`src/rtl/sim_ddr_rsp_pipe.sv`:
```
// Fixed-latency read response pipeline; the last stage keeps its data between responses.
module sim_ddr_rsp_pipe #(
  parameter int DataWidth = 64,
  parameter int Latency   = 16
) (
  input  logic                 clk_i,
  input  logic                 rst_i,
  input  logic                 vld_i,
  input  logic [DataWidth-1:0] data_i,
  output logic                 vld_o,
  output logic [DataWidth-1:0] data_o
);

  logic [Latency-1:0]   vld_q;
  logic [DataWidth-1:0] data_q [Latency];

  always_ff @(posedge clk_i) begin
    if (rst_i) begin
      vld_q <= '0;
      for (int i = 0; i < Latency; i++) data_q[i] <= '0;
    end else begin
      vld_q[0] <= vld_i;
      if (vld_i) data_q[0] <= data_i;
      // Data only moves with its valid bit, so each stage holds the last response.
      for (int i = 1; i < Latency; i++) begin
        vld_q[i] <= vld_q[i-1];
        if (vld_q[i-1]) data_q[i] <= data_q[i-1];
      end
    end
  end

  assign vld_o  = vld_q[Latency-1];
  assign data_o = data_q[Latency-1];

endmodule

```
`config.mk`:
```
export PLATFORM = sky130hd
export DESIGN_NAME = sim_ddr_rsp_pipe
export DESIGN_NICKNAME = d
export VERILOG_FILES = /design/src/rtl/sim_ddr_rsp_pipe.sv
export SDC_FILE = /design/constraint.sdc
export NUM_CORES = 1
export LEC_CHECK = 0
export CORE_ASPECT_RATIO = 1.25
export CORE_UTILIZATION = 35
export DETAILED_ROUTE_END_ITERATION = 7
export GPL_TIMING_DRIVEN = 0
export PLACE_DENSITY_LB_ADDON = 0.3
export SLEW_MARGIN = 20
export SYNTH_ARGS = -nofsm -noshare
export SYNTH_HDL_FRONTEND = slang
export SYNTH_SLANG_ARGS = --single-unit
```
`constraint.sdc`:
```
create_clock -name clk_i -period 2.2 [get_ports clk_i]
set_input_delay 0.33 -clock clk_i [delete_from_list [all_inputs] [get_ports clk_i]]
set_output_delay 0.33 -clock clk_i [all_outputs]
set_load 0.05 [all_outputs]
```
==> results.txt, run 1 <==
----------------------------------------------------
[Routing]
  Average wire per cell in the routed design ... 11.62 um
  Routed vias ... 17,136
  Vias per inst ... 4.061
  Starting DRT DRC Count ... 437
  Number of detailed-route iterations in the first pass ... 6
  Total Routed Length ... 49,050 um
  Number of antenna-violating nets in the routed design ... 0
  DRC viols ... 0

[Clock network]
  TritonCTS clock tree ... built
  Inserted Clock Buffers ... 102
  Clock insertion delay at the later pin of the skew report ... 650 ps
  Clock sink total ... 1,040
  Post-CTS setup buffer count ... 0
  Buffer levels on the longest clock path ... 3
  CTS H-tree lvls ... 3
  CTS root buf ... sky130_fd_sc_hd__clkbuf_16
  Clock-pin slew on the worst setup and hold paths ... 60 ps

[STA]
  Worst-Margin Slew ... 804.6 ps
  Highest clock frequency the design can meet ... 482.6 MHz
  Pins Over Slew Limit ... 0
  RSZ-0062 raised after global routing ... false
  Maximum clock skew at final layout ... 21.71 ps
  Worst slew margin relative to its limit ... 0.4636
  Minimum period implied by the final worst setup slack ... 2072 ps
  Final period util ... 0.9418
  Worst hold margin ... 65.19 ps
  Final setup vio count ... 0
  Setup TNS Final ... 0 ps
  Count of endpoints failing hold in the final timing report ... 0
  Least setup slack across all paths after layout ... 128.0 ps

[Floorplan]
  Die span in x ... 306.6 um
  Area of the core ... 115,000 um2
  Die outline area ... 117,400 um2
  I/O pins ... 132
  Number of core rows ... 139
  Initial core utilization ... 0.3532
  Die Span Y ... 382.8 um

[Setup path]
  Launching element of the worst setup path ... vld_q[15]
  Category of cells accounting for the largest share of critical-path delay ... buffers and inverters
  CP arrival ... 1740 ps
  Crit Path Max Fanout ... 1
  Endpoint kind of the worst setup timing path ... output pin
  Startpoint type of the worst setup path ... flip-flop
  Maximum single-stage delay on the critical path ... 790 ps
  Start of the worst register-to-register path ... vld_q[1]
  CP required ... 1870 ps
  Crit path max-delay cell type ... sky130_fd_sc_hd__clkdlybuf4s50_1
  WP buf/inv ... 1
  Critical Path, Cell by Cell ... clkdlybuf4s50_1
  Setup CP Type ... flip-flop to output pin

[Yosys]
  Flops & latches, synth ... 1,040
  Biggest area consumer among synthesized cells ... sky130_fd_sc_hd__edfxtp_1
  Main combinational cell family by area after synthesis ... simple AND/OR/NAND/NOR gates
  Share of synthesized cell area in full adder, half adder and majority cells ... 0
  Mean Syn Cell Area ... 17.30 um2
  Portion of synthesized cell area occupied by the leading cell type ... 0.7573
  Share of the synthesized area in compound gates (AO/OA/AOI/OAI) ... 0
  Cell types with the largest area share after synthesis ... sky130_fd_sc_hd__edfxtp_1 76%, sky130_fd_sc_hd__and3b_1 14%, sky130_fd_sc_hd__nor2b_1 6.2%
  Simple logic cell fraction of the synthesized area ... 0.2022
  Post-Syn Nets ... 2,414
  Count of yosys warnings during synthesis ... 0
  Share of cell area taken by muxes after synthesis ... 0
  Unique cell type count in the Yosys netlist ... 9
  Sequential cell area fraction in the yosys report ... 0.7652
  Synthesized-area fraction occupied by xor and xnor cells ... 0
  Synthesized instance count ... 2,347
  Netlist area before placement ... 40,600 um2

[Power and ir drop]
  Leakage power figure ... 19.77 nW
  Ratio of total power to cell area ... 875.9 nW/um2
  IR drop worst, VDD ... 599.7 uV

[Placement]
  IO Port Bufs ... 129
  Area after DPL ... 43,870 um2
  Worst slack at placement ... -649.6 ps
  HPWL after DPL ... 35,610 um
  Final GP Congestion ... 0.7025

[Job]
  Count of max-cap constraint violations ... 0

[Cells and area]
  Most frequent standard cell in the layout excluding fill and tap cells ... sky130_fd_sc_hd__edfxtp_1
  Count of fill cells added during filler insertion ... 10,487
  Final cell area excluding filler cells ... 47,140 um2
  Area delta synth->final ... 16.09%
  Share of post-route cells with drive strength above 1 ... 0.1245
  Highest-count cells in the layout ignoring fill and taps ... 1,024 x sky130_fd_sc_hd__edfxtp_1, 640 x sky130_fd_sc_hd__and3b_1, 400 x sky130_fd_sc_hd__nor2b_1
  Post-layout net count ... 2,648

[Hold path]
  Hold WC Path Type ... primary input to flip-flop
  Worst hold start ... vld_i

[Global route]
  Wire length of the first global-routing pass ... 82,660 um
  Vias in the first global route ... 17,236
  Total GRT Usage ... 0.08508
  GRT Residual Overflow ... 0
  Initial antenna violation count ... 0
  Pin count of the biggest net entering global routing ... 65

[Outcome]
  Result of the run ... finished, final reports clean

----------------------------------------------------
per-stage QoR:
stage	cells	util	power, mW
3_5_place_dp	4027	0.3817	25.03
4_1_cts	4217	0.4099	41.86
5_1_grt	4218	0.4100	42.84
2_1_floorplan	2347	-	24.44
6_report	4220	0.4100	41.29
3_3_place_gp	4027	0.3813	24.95
path summary, 6_finish.rpt:
check,to,cells past startpoint,slack (ps)
worst max-delay path,vld_o,1,130
worst min-delay path,vld_q[0],2,70
worst max register to register,data_q[0][154],2,250
worst min register to register,vld_q[14],1,450
routing by layer:
layer	global-route usage	up-vias	share of wire
li1	-	9082	-
met3	0.01950	104	0.038
met1	0.08732	7693	0.39
met4	0.03056	0	0.029
met5	0	-	0
met2	0.1657	257	0.55
sequential cells by signal, summed over array words and instances, names as in the netlist:
signal and flops:
data_q 1024, vld_q 16
logic make-up (layout without fill, tap and decap cells):
group / after synthesis / after routing
buffers and inverters: 251 / 570
flip-flops: 1040 / 1040
other: 0 / 2
AND/OR/NAND/NOR: 1056 / 1057
synth_stat cells, drive strengths merged:
master	number
nor2b	400
and3b	640
or2	16
clkbuf	84
dfxtp	16
buf	167
edfxtp	1024
power by group:
part / switching [mW] / internal (mW)
combinational: 1.04 / 0.650
sequential: 0.167 / 22.6
clock: 6.75 / 10.0
total: 7.96 / 33.3
final cells by class:
| type | instances | area (um2) | share of cell area |
|---|---|---|---|
| flip-flops and latches | 1040 | 31070 | 0.6591 |
| multi-input cells | 1057 | 8254 | 0.1751 |
| clock buffers | 125 | 2754 | 0.05842 |
| well taps | 1551 | 1941 | 0.04117 |
| plain buffers | 251 | 1326 | 0.02814 |
| repair buffers | 129 | 1211 | 0.02569 |
| clock inverters | 65 | 575.6 | 0.01221 |
| diodes | 2 | 5.005 | 0.0001062 |
timing repair:
item | in CTS | in global routing
endpoints found under the setup margin | 64 | 640
gates cloned | 0 | 1
resized for setup | 64 | 3
pin swaps | 0 | 7
hold buffers | 0 | 0
Note: power is estimated with default switching activity, not from simulation.
==> run 2: changes to the inputs <==
--- a/config.mk
+++ b/config.mk
@@ -10,6 +10,7 @@
 export DETAILED_ROUTE_END_ITERATION = 7
 export GPL_TIMING_DRIVEN = 0
 export PLACE_DENSITY_LB_ADDON = 0.3
+export SETUP_SLACK_MARGIN = 0.02
 export SLEW_MARGIN = 20
 export SYNTH_ARGS = -nofsm -noshare
 export SYNTH_HDL_FRONTEND = slang
==> results of run 2 <==
No change in the layout: final DEF, timing and power equal those of run 1.
==> run 3: changes to the inputs <==
--- a/config.mk
+++ b/config.mk
@@ -9,7 +9,7 @@
 export CORE_UTILIZATION = 35
 export DETAILED_ROUTE_END_ITERATION = 7
 export GPL_TIMING_DRIVEN = 0
-export PLACE_DENSITY_LB_ADDON = 0.3
+export PLACE_DENSITY = 0.55
 export SETUP_SLACK_MARGIN = 0.02
 export SLEW_MARGIN = 20
 export SYNTH_ARGS = -nofsm -noshare
==> run 3 against run 2 <==
  * Utilization fell by 0.21 points
  * Hold slack improved by 14 ps
  * Via count barely moved
  * Clock skew up 4.9 ps
  * Non-clock buffer count did not move
  * Worst setup slack improved by 21 ps
  * Global-route usage grew 0.054 points
  * Fmax increased by 1.0%
  * Largest cell class unchanged
==> results.txt, run 3 (synthesis gave the netlist of run 1 again) <==
----------------------------------------------------
[Cells and area]
  Non-filler cells in the finished layout ... 4,217 (was 4,220)
  Highest-count cells in the layout ignoring fill and taps ... 1,024 x sky130_fd_sc_hd__edfxtp_1, 640 x sky130_fd_sc_hd__and3b_1, 400 x sky130_fd_sc_hd__nor2b_1 (unchanged)
  Area delta synth->final ... 15.49% (was 16.09%)
  Largest register FFs ... 1,024 (unchanged)
  Most frequent standard cell in the layout excluding fill and tap cells ... sky130_fd_sc_hd__edfxtp_1 (unchanged)
  Share of post-route cells with drive strength above 1 ... 0.1216 (was 0.1245)
  Top flop regs ... data_q (1024), vld_q (16) (unchanged)
  Largest reg by FF count ... data_q (unchanged)
  Final Util ... 0.4079 (was 0.4100)
  Final cell area excluding filler cells ... 46,890 um2 (was 47,140 um2)
  Post-layout net count ... 2,648 (unchanged)

[Setup path]
  Critical Path, Cell by Cell ... clkdlybuf4s50_1 (unchanged)
  Maximum single-stage delay on the critical path ... 800 ps (was 790 ps)
  CP arrival ... 1720 ps (was 1740 ps)
  FF-to-FF path depth ... 2 (unchanged)
  Category of cells accounting for the largest share of critical-path delay ... buffers and inverters (unchanged)
  Worst reg2reg endpoint ... data_q[0][151] (was data_q[0][154])
  CP required ... 1870 ps (about the same)
  Crit Path Max Fanout ... 1 (unchanged)
  Reg2reg setup slack ... 240 ps (was 250 ps)
  Crit path max-delay cell type ... sky130_fd_sc_hd__clkdlybuf4s50_1 (unchanged)
  Startpoint type of the worst setup path ... flip-flop (unchanged)
  Setup CP Type ... flip-flop to output pin (unchanged)
  Start of the worst register-to-register path ... vld_q[1] (unchanged)
  WP buf/inv ... 1 (unchanged)
  Endpoint kind of the worst setup timing path ... output pin (unchanged)
  Crit path depth ... 1 (unchanged)

[Clock network]
  CTS root buf ... sky130_fd_sc_hd__clkbuf_16 (unchanged)
  TritonCTS clock tree ... built (unchanged)
  Clock insertion delay at the later pin of the skew report ... 640 ps (was 650 ps)
  Inserted Clock Buffers ... 102 (unchanged)
  Buffer levels on the longest clock path ... 3 (unchanged)
  Post-CTS setup buffer count ... 0 (unchanged)
  Clock sink total ... 1,040 (unchanged)
  CTS H-tree lvls ... 3 (unchanged)
  Clock-pin slew on the worst setup and hold paths ... 60 ps (about the same)

[Floorplan]
  I/O pins ... 132 (unchanged)
  Area of the core ... 115,000 um2 (unchanged)
  Die span in x ... 306.6 um (unchanged)
  Number of core rows ... 139 (unchanged)
  Initial core utilization ... 0.3532 (unchanged)
  Die outline area ... 117,400 um2 (unchanged)
  Die Span Y ... 382.8 um (unchanged)

[Placement]
  HPWL after DPL ... 36,310 um (was 35,610 um)
  Area after DPL ... 43,870 um2 (unchanged)
  Final GP Congestion ... 0.7023 (was 0.7025)
  IO Port Bufs ... 129 (unchanged)
  Worst slack at placement ... -635.0 ps (was -649.6 ps)
  DP Cell Count ... 4,027 (unchanged)

[STA]
  Final period util ... 0.9322 (was 0.9418)
  RSZ-0062 raised after global routing ... false (unchanged)
  Count of endpoints failing hold in the final timing report ... 0 (unchanged)
  Setup TNS Final ... 0 ps (unchanged)
  Highest clock frequency the design can meet ... 487.6 MHz (was 482.6 MHz)
  Pins Over Slew Limit ... 0 (unchanged)
  Final setup vio count ... 0 (unchanged)
  Least setup slack across all paths after layout ... 149.1 ps (was 128.0 ps)
  Maximum clock skew at final layout ... 26.59 ps (was 21.71 ps)
  Worst-Margin Slew ... 798.4 ps (was 804.6 ps)
  Worst slew margin relative to its limit ... 0.4678 (was 0.4636)
  Worst hold margin ... 78.69 ps (was 65.19 ps)
  Minimum period implied by the final worst setup slack ... 2051 ps (was 2072 ps)

[Global route]
  Vias in the first global route ... 17,399 (was 17,236)
  Pin count of the biggest net entering global routing ... 65 (unchanged)
  Initial antenna violation count ... 1 (was 0)
  GRT Residual Overflow ... 0 (unchanged)
  Total GRT Usage ... 0.08562 (was 0.08508)
  Wire length of the first global-routing pass ... 82,840 um (was 82,660 um)

[Hold path]
  Hold WC Path Type ... primary input to flip-flop (unchanged)
  Worst hold start ... vld_i (unchanged)
  Number of cells traversed by the worst hold path ... 2 (unchanged)
  Worst Hold Endpoint ... vld_q[0] (unchanged)

[Power and ir drop]
  IR drop worst, VDD ... 542.5 uV (was 599.7 uV)
  Ratio of total power to cell area ... 860.1 nW/um2 (was 875.9 nW/um2)
  Tot Pwr ... 40.33 mW (was 41.29 mW)
  Leakage power figure ... 19.64 nW (was 19.77 nW)

[Job]
  Count of max-cap constraint violations ... 0 (unchanged)

[Routing]
  Routed vias ... 17,129 (was 17,136)
  Number of antenna-violating nets in the routed design ... 0 (unchanged)
  Metal-1 WL ... 19,090 um (was 19,000 um)
  Starting DRT DRC Count ... 544 (was 437)
  Highest signal layer in the routed design ... met4 (unchanged)
  Number of detailed-route iterations in the first pass ... 4 (was 6)
  Wire length on met2 ... 27,370 um (was 26,770 um)
  DRC viols ... 0 (unchanged)
  Met3 Wirelength ... 1772 um (was 1869 um)
  Total Routed Length ... 49,820 um (was 49,050 um)
  Average wire per cell in the routed design ... 11.81 um (was 11.62 um)
  Vias per inst ... 4.062 (was 4.061)

[Outcome]
  Result of the run ... finished, final reports clean (unchanged)

----------------------------------------------------
run 3: cell count changes in the layout (fill, tap and decap cells not counted), sizes merged:
| cell | previous run | this run |
|---|---|---|
| bufinv | 10 | 4 |
| clkbuf | 209 | 215 |
| clkinv | 49 | 43 |
| clkinvlp | 3 | 5 |
| inv | 3 | 5 |
| diode | 2 | 1 |
run 3: layer usage:
metal,vias to the layer above,GRT usage
met5,-,0
met4,0,0.03361
met3,109,0.01701
met2,262,0.1716
met1,7684,0.08426
li1,9074,-
run 3: worst max path at each step:
stage	from	endpoint	slack [ps]
6_report	vld_q[15]	vld_o	150
5_1_grt	vld_q[7]	data_q[1][23]	80
4_1_cts	rst_i	data_q[0][341]	50
3_5_place_dp	rst_i	data_q[0][337]	-640
3_3_place_gp	rst_i	data_q[1][464]	-860
2_1_floorplan	rst_i	data_q[0][448]	180
run 3: timing repair:
item	CTS	global route
gates cloned	0	1
resized for setup	64	3
hold buffers	0	0
setup endpoints to repair	64	640
pin swaps	0	2
run 3: final cells by class:
cell class / instances / area (um2)
Fill cell: 10532 / 68070
Sequential cell: 1040 / 31070
Multi-Input combinational cell: 1057 / 8254
Clock buffer: 131 / 2693
Tap cell: 1551 / 1941
Buffer: 251 / 1326
Timing Repair Buffer: 129 / 1211
Clock inverter: 57 / 396.6
Antenna cell: 1 / 2.502
run 3: power by group:
part / internal (mW) / switching [mW] / total, mW
registers: 22.6 / 0.168 / 22.8
clock network: 9.09 / 6.73 / 15.8
logic: 0.650 / 1.05 / 1.70
total: 32.4 / 7.94 / 40.3
run 3: worst register-to-register path: stages (launching register included):
cell,delay [ps]
sky130_fd_sc_hd__dfxtp_1,360
sky130_fd_sc_hd__clkbuf_1,460
sky130_fd_sc_hd__or2_4,750
